**src/rtl/hyst_pkg.sv**
```systemverilog
// Shared types and reset defaults for the multi-channel hysteresis interlock.
package hyst_pkg;

    typedef enum logic [1:0] {
        ST_STOP     = 2'd0,
        ST_ARM_GO   = 2'd1,
        ST_GO       = 2'd2,
        ST_ARM_STOP = 2'd3
    } hyst_state_t;

    localparam int unsigned GO_THR_DEF   = 300;
    localparam int unsigned STOP_THR_DEF = 1000;
    localparam int unsigned DEB_DEF      = 3;

    // A permit is granted while the channel is released or arming to stop.
    function automatic logic permit_of(input hyst_state_t s);
        return (s == ST_GO) || (s == ST_ARM_STOP);
    endfunction

endpackage

```
**src/rtl/hyst_channel.sv**
```systemverilog
// One interlock channel: threshold compare, debounce counter and 4-state FSM.
module hyst_channel
    import hyst_pkg::*;
#(
    parameter int unsigned DW   = 12,
    parameter int unsigned CNTW = 4
) (
    input  logic            clk,
    input  logic            rst,
    input  logic            adv,        // consume x this cycle
    input  logic            revert,     // accepted config write: drop any debounce progress
    input  logic [DW-1:0]   x,
    input  logic [DW-1:0]   go_thr,
    input  logic [DW-1:0]   stop_thr,
    input  logic [CNTW-1:0] deb_eff,
    output logic            permit,
    output logic            chg_pulse,
    output logic            permit_nxt
);

    hyst_state_t     state, state_nxt;
    logic [CNTW-1:0] cnt, cnt_nxt, cnt_inc;
    logic            q_go, q_stop;

    // Inclusive boundaries; anything strictly between is the dead band.
    assign q_go    = (x <= go_thr);
    assign q_stop  = (x >= stop_thr);
    assign cnt_inc = (cnt == '1) ? cnt : cnt + CNTW'(1);

    // Next-state / counter decode; holds completely when neither strobe is set.
    always_comb begin
        state_nxt = state;
        cnt_nxt   = cnt;
        if (revert) begin
            cnt_nxt = '0;
            if (state == ST_ARM_GO)   state_nxt = ST_STOP;
            if (state == ST_ARM_STOP) state_nxt = ST_GO;
        end else if (adv) begin
            case (state)
                ST_STOP: begin
                    if (q_go) begin
                        cnt_nxt   = CNTW'(1);
                        state_nxt = (deb_eff == CNTW'(1)) ? ST_GO : ST_ARM_GO;
                    end else begin
                        cnt_nxt   = '0;
                    end
                end
                ST_ARM_GO: begin
                    if (q_go) begin
                        cnt_nxt = cnt_inc;
                        if (cnt_inc == deb_eff) state_nxt = ST_GO;
                    end else begin
                        cnt_nxt   = '0;
                        state_nxt = ST_STOP;
                    end
                end
                ST_GO: begin
                    if (q_stop) begin
                        cnt_nxt   = CNTW'(1);
                        state_nxt = (deb_eff == CNTW'(1)) ? ST_STOP : ST_ARM_STOP;
                    end else begin
                        cnt_nxt   = '0;
                    end
                end
                default: begin // ST_ARM_STOP
                    if (q_stop) begin
                        cnt_nxt = cnt_inc;
                        if (cnt_inc == deb_eff) state_nxt = ST_STOP;
                    end else begin
                        cnt_nxt   = '0;
                        state_nxt = ST_GO;
                    end
                end
            endcase
        end
    end

    assign permit_nxt = permit_of(state_nxt);

    // State, counter, registered permit and its change pulse.
    always_ff @(posedge clk) begin
        if (rst) begin
            state     <= ST_STOP;
            cnt       <= '0;
            permit    <= 1'b0;
            chg_pulse <= 1'b0;
        end else begin
            state     <= state_nxt;
            cnt       <= cnt_nxt;
            permit    <= permit_nxt;
            chg_pulse <= permit_nxt ^ permit;
        end
    end

endmodule

```
**src/rtl/hysteresis_ctrl_multi.sv**
```systemverilog
// Multi-channel forward-motion interlock: shared runtime config plus NCH channels.
module hysteresis_ctrl_multi
    import hyst_pkg::*;
#(
    parameter int unsigned NCH          = 4,
    parameter int unsigned DW           = 12,
    parameter int unsigned CNTW         = 4,
    parameter int unsigned GO_THR_RST   = GO_THR_DEF,
    parameter int unsigned STOP_THR_RST = STOP_THR_DEF,
    parameter int unsigned DEB_RST      = DEB_DEF
) (
    input  logic              clk,
    input  logic              rst,
    input  logic              sample_valid,
    input  logic [NCH*DW-1:0] sample_data,
    input  logic              cfg_wr,
    input  logic [DW-1:0]     cfg_go_thr,
    input  logic [DW-1:0]     cfg_stop_thr,
    input  logic [CNTW-1:0]   cfg_deb,
    output logic              cfg_err,
    output logic [NCH-1:0]    can_move_fwd,
    output logic [NCH-1:0]    chg_pulse,
    output logic              all_fwd
);

    logic [DW-1:0]   go_thr, stop_thr;
    logic [CNTW-1:0] deb, deb_eff;
    logic            cfg_ok, cfg_accept, adv;
    logic [NCH-1:0]  permit_nxt;

    assign cfg_ok     = (cfg_go_thr < cfg_stop_thr);
    assign cfg_accept = cfg_wr && cfg_ok;
    // A config write steals the cycle: any coincident sample is dropped everywhere.
    assign adv        = sample_valid && !cfg_wr;
    assign deb_eff    = (deb == '0) ? CNTW'(1) : deb;

    // Shared thresholds / debounce and the sticky reject flag.
    always_ff @(posedge clk) begin
        if (rst) begin
            go_thr   <= DW'(GO_THR_RST);
            stop_thr <= DW'(STOP_THR_RST);
            deb      <= CNTW'(DEB_RST);
            cfg_err  <= 1'b0;
        end else if (cfg_wr) begin
            if (cfg_ok) begin
                go_thr   <= cfg_go_thr;
                stop_thr <= cfg_stop_thr;
                deb      <= cfg_deb;
                cfg_err  <= 1'b0;
            end else begin
                cfg_err  <= 1'b1;
            end
        end
    end

    for (genvar i = 0; i < NCH; i++) begin : g_ch
        hyst_channel #(.DW(DW), .CNTW(CNTW)) u_ch (
            .clk        (clk),
            .rst        (rst),
            .adv        (adv),
            .revert     (cfg_accept),
            .x          (sample_data[i*DW +: DW]),
            .go_thr     (go_thr),
            .stop_thr   (stop_thr),
            .deb_eff    (deb_eff),
            .permit     (can_move_fwd[i]),
            .chg_pulse  (chg_pulse[i]),
            .permit_nxt (permit_nxt[i])
        );
    end

    // Aggregate permit taken from next-state so it lines up with can_move_fwd.
    always_ff @(posedge clk) begin
        if (rst) all_fwd <= 1'b0;
        else     all_fwd <= &permit_nxt;
    end

endmodule

```
**config.mk**
```make
export PLATFORM = sky130hd
export DESIGN_NAME = hysteresis_ctrl_multi
export DESIGN_NICKNAME = d
export VERILOG_FILES = /design/src/rtl/hyst_pkg.sv /design/src/rtl/hyst_channel.sv /design/src/rtl/hysteresis_ctrl_multi.sv
export SDC_FILE = /design/constraint.sdc
export NUM_CORES = 1
export LEC_CHECK = 0
export CORE_MARGIN = 2
export CORE_UTILIZATION = 44
export CTS_BUF_LIST = sky130_fd_sc_hd__clkbuf_8
export CTS_CLUSTER_SIZE = 8
export DETAILED_ROUTE_END_ITERATION = 8
export MAX_ROUTING_LAYER = met4
export PLACE_DENSITY = 0.67
export SLEW_MARGIN = 15
export SYNTH_ARGS = -nofsm -noshare
export SYNTH_HDL_FRONTEND = slang
export SYNTH_HIERARCHICAL = 1
export SYNTH_SLANG_ARGS = --single-unit
```
**constraint.sdc**
```tcl
create_clock -name clk -period 5.6 [get_ports clk]
set_input_delay 0.56 -clock clk [delete_from_list [all_inputs] [get_ports clk]]
set_output_delay 0.56 -clock clk [all_outputs]
set_load 0.03 [all_outputs]
```
==> run metrics <==
outcome=finished clean; Layout Nets=a little over 1k; Area growth syn-to-layout=19.57%; max_slew headroom=53.83%; Final Cell Area=7432 um2; Non-Filler Instances=1030; number of diodes=0; EDFF count, synth=0; WP data arrival=around 3.7 ns; Skew-Pair Late Insertion Delay=0.34 ns; post-layout util=53.75%; FMAX=288.0 MHz; row cnt=43; final wirelength=15870 um; yosys warns=6; PostCTS Resize Cnt=0; synthesized flop and latch total=slightly above 60; minimum clock period=3.472 ns; synthesized area=6216 um2; die height=122.9 um; flop2flop setup slack=2.52 ns; core box area=13830 um2; Setup WS pre-CTS=about 1.8 ns; synthesized area per cell=8.147 um2; Hold WC Path Type=flip-flop to flip-flop; Overflow after GRT=0; Die Wd=between 100 and 150 um; post-CTS setup buffers=0; Final setup viols=0; vias per cell=5.407; slack of the critical path=between 2 and 2.5 ns; Post-synth ARST share=0%; Setup TNS=0 ns; Syn Nets=954; max-cap violations=0; vias in the first global route=5672; CP Launch Type=primary input; WP data required=about 5.8 ns; commonest non-fill, non-tap cell in the layout=inv_1; Setup Skew=0.01276 ns; dpl hpwl=13060 um; die footprint=about 15000 um2; largest net degree at the start of global routing=83; measured slew at the worst slew-check pin=between 0.6 and 0.7 ns; Final Max Slew Viols=0; Pre-Repair DR Iteration Count=7; DR vias=5569; final period utilization=between 60 and 70%; Design Power=1.293 mW; CTS Sinks=62; port bufs=between 80 and 90; sequential-to-total area share from yosys stat=about 20%; unrepaired setup endpoints after global routing=no; CTS tree=done; TritonCTS Buffers=9; drt first-iter violations=191; Leakage=3.399 nW; peak supply drop=~0.11 mV; initial antenna violation count=0; placed cells=1015; pwr dens=173.9 nW/um2; H-tree depth=3; Post-synth top flop=dfxtp_1; Ports=90; global-route wire length before repair=approximately 26000 um; ANT nets after route=0; Clock Pin Slew Worst Setup and Hold Paths=~0.070 ns; Remaining DRCs=0; cts hold-fix bufs=0; crit end category=flip-flop; layout cell share with drive strength beyond 1=6.471%; Hold WS=0.5050 ns; Distinct cells, synth=61; Wirelength per Cell=15.40 um; placed instance area=roughly 7300 um2; cell count after synthesis=763; gr usage total=~22%; Setup CP Type=primary input to flip-flop; deepest clock path buffer count=2; Starting Density=approximately 45%; Hold Vio Cnt, Final=0; CTS root buffer=clkbuf_8; GPL Wtd Cong=0.9190; commonest cells after routing, fill and taps aside=120 x inv_1, 111 x ha_1, 88 x clkdlybuf4s50_1, 62 x dfxtp_1, 57 x nor2_1; CP max FO=13
critical path: stages:
cell,delay [ns]
clkdlybuf4s50_1,0.49
inv_1,0.06
ha_1,0.33
nand4_1,0.16
nor2_1,0.06
or4b_1,0.55
a221oi_4,0.54
or4b_1,0.23
o21ai_0,0.11
a32oi_2,0.30
mux2_4,0.33
where the power goes:
part	leakage [nW]	internal, mW	switching, mW
clock network	0.101	0.199	0.172
registers	0.505	0.462	0.0403
logic	2.79	0.203	0.217
total	3.40	0.864	0.428
cells in the mapped netlist, drive strengths merged, types with 6 or more instances:
master | instances | area, um2
clkbuf | 14 | 53.80
nand4 | 23 | 143.9
nand2 | 26 | 97.59
or4b | 6 | 63.81
o211ai | 10 | 75.07
xnor2 | 7 | 61.31
ha | 111 | 1389
a21o | 15 | 112.6
o21ai | 20 | 111.4
o31a | 9 | 78.83
a211o | 9 | 78.83
dfxtp | 62 | 1241
and3 | 7 | 47.54
a211oi | 13 | 97.59
a21oi | 54 | 270.3
buf | 6 | 57.55
nand2b | 51 | 319.1
nor3 | 8 | 40.04
nor2 | 57 | 214.0
xor2 | 9 | 78.83
nor2b | 11 | 68.82
mux2i | 36 | 360.4
nand3 | 21 | 132.6
inv | 118 | 442.9
area by class of cell:
cell class / instances / area, um2
Fill cell: 1254 / 6395
Multi-Input combinational cell: 563 / 4434
Sequential cell: 62 / 1241
Timing Repair Buffer: 92 / 908.4
Inverter: 118 / 442.9
Tap cell: 180 / 225.2
Clock buffer: 9 / 123.9
Clock inverter: 6 / 56.30
layer usage:
metal,up-vias,GRT usage (%),share of wire [%]
met5,-,-,0
met3,26,3.764,4.5
met1,2575,28.15,47
met2,114,36.88,46
met4,0,7.184,2.3
li1,2854,-,-
state kept, by name, indices dropped and copies added (netlist names):
register / count
all_fwd: 1
cfg_err: 1
deb: 4
g_ch.u_ch/chg_pulse: 4
g_ch.u_ch/cnt: 16
g_ch.u_ch/permit: 4
g_ch.u_ch/state: 8
go_thr: 12
stop_thr: 12
path summary, 6_finish.rpt:
path / end / depth (start not counted) / start
min: cfg_err$_SDFFE_PP0P_ / 2 / cfg_err$_SDFFE_PP0P_
min reg2reg: cfg_err$_SDFFE_PP0P_ / 2 / cfg_err$_SDFFE_PP0P_
max reg2reg: g_ch[1].u_ch/chg_pulse$_SDFF_PP0_ / 8 / deb[3]$_SDFFE_PP0P_
max: g_ch[1].u_ch/chg_pulse$_SDFF_PP0_ / 11 / cfg_stop_thr[11]
kinds of logic (layout without fill, tap and decap cells):
| group | after synthesis | in the layout | share of synthesized area (%) |
|---|---|---|---|
| adders and majority gates | 111 | 111 | 22.34 |
| muxes | 40 | 40 | 6.763 |
| and+or+nand+nor | 230 | 230 | 20.53 |
| buffers and inverters | 138 | 225 | 8.917 |
| AOI/OAI and AO/OA | 166 | 166 | 19.22 |
| xor gates and xnor gates | 16 | 16 | 2.255 |
| DFF | 62 | 62 | 19.97 |
No activity file was read; power rests on OpenSTA's default activity.
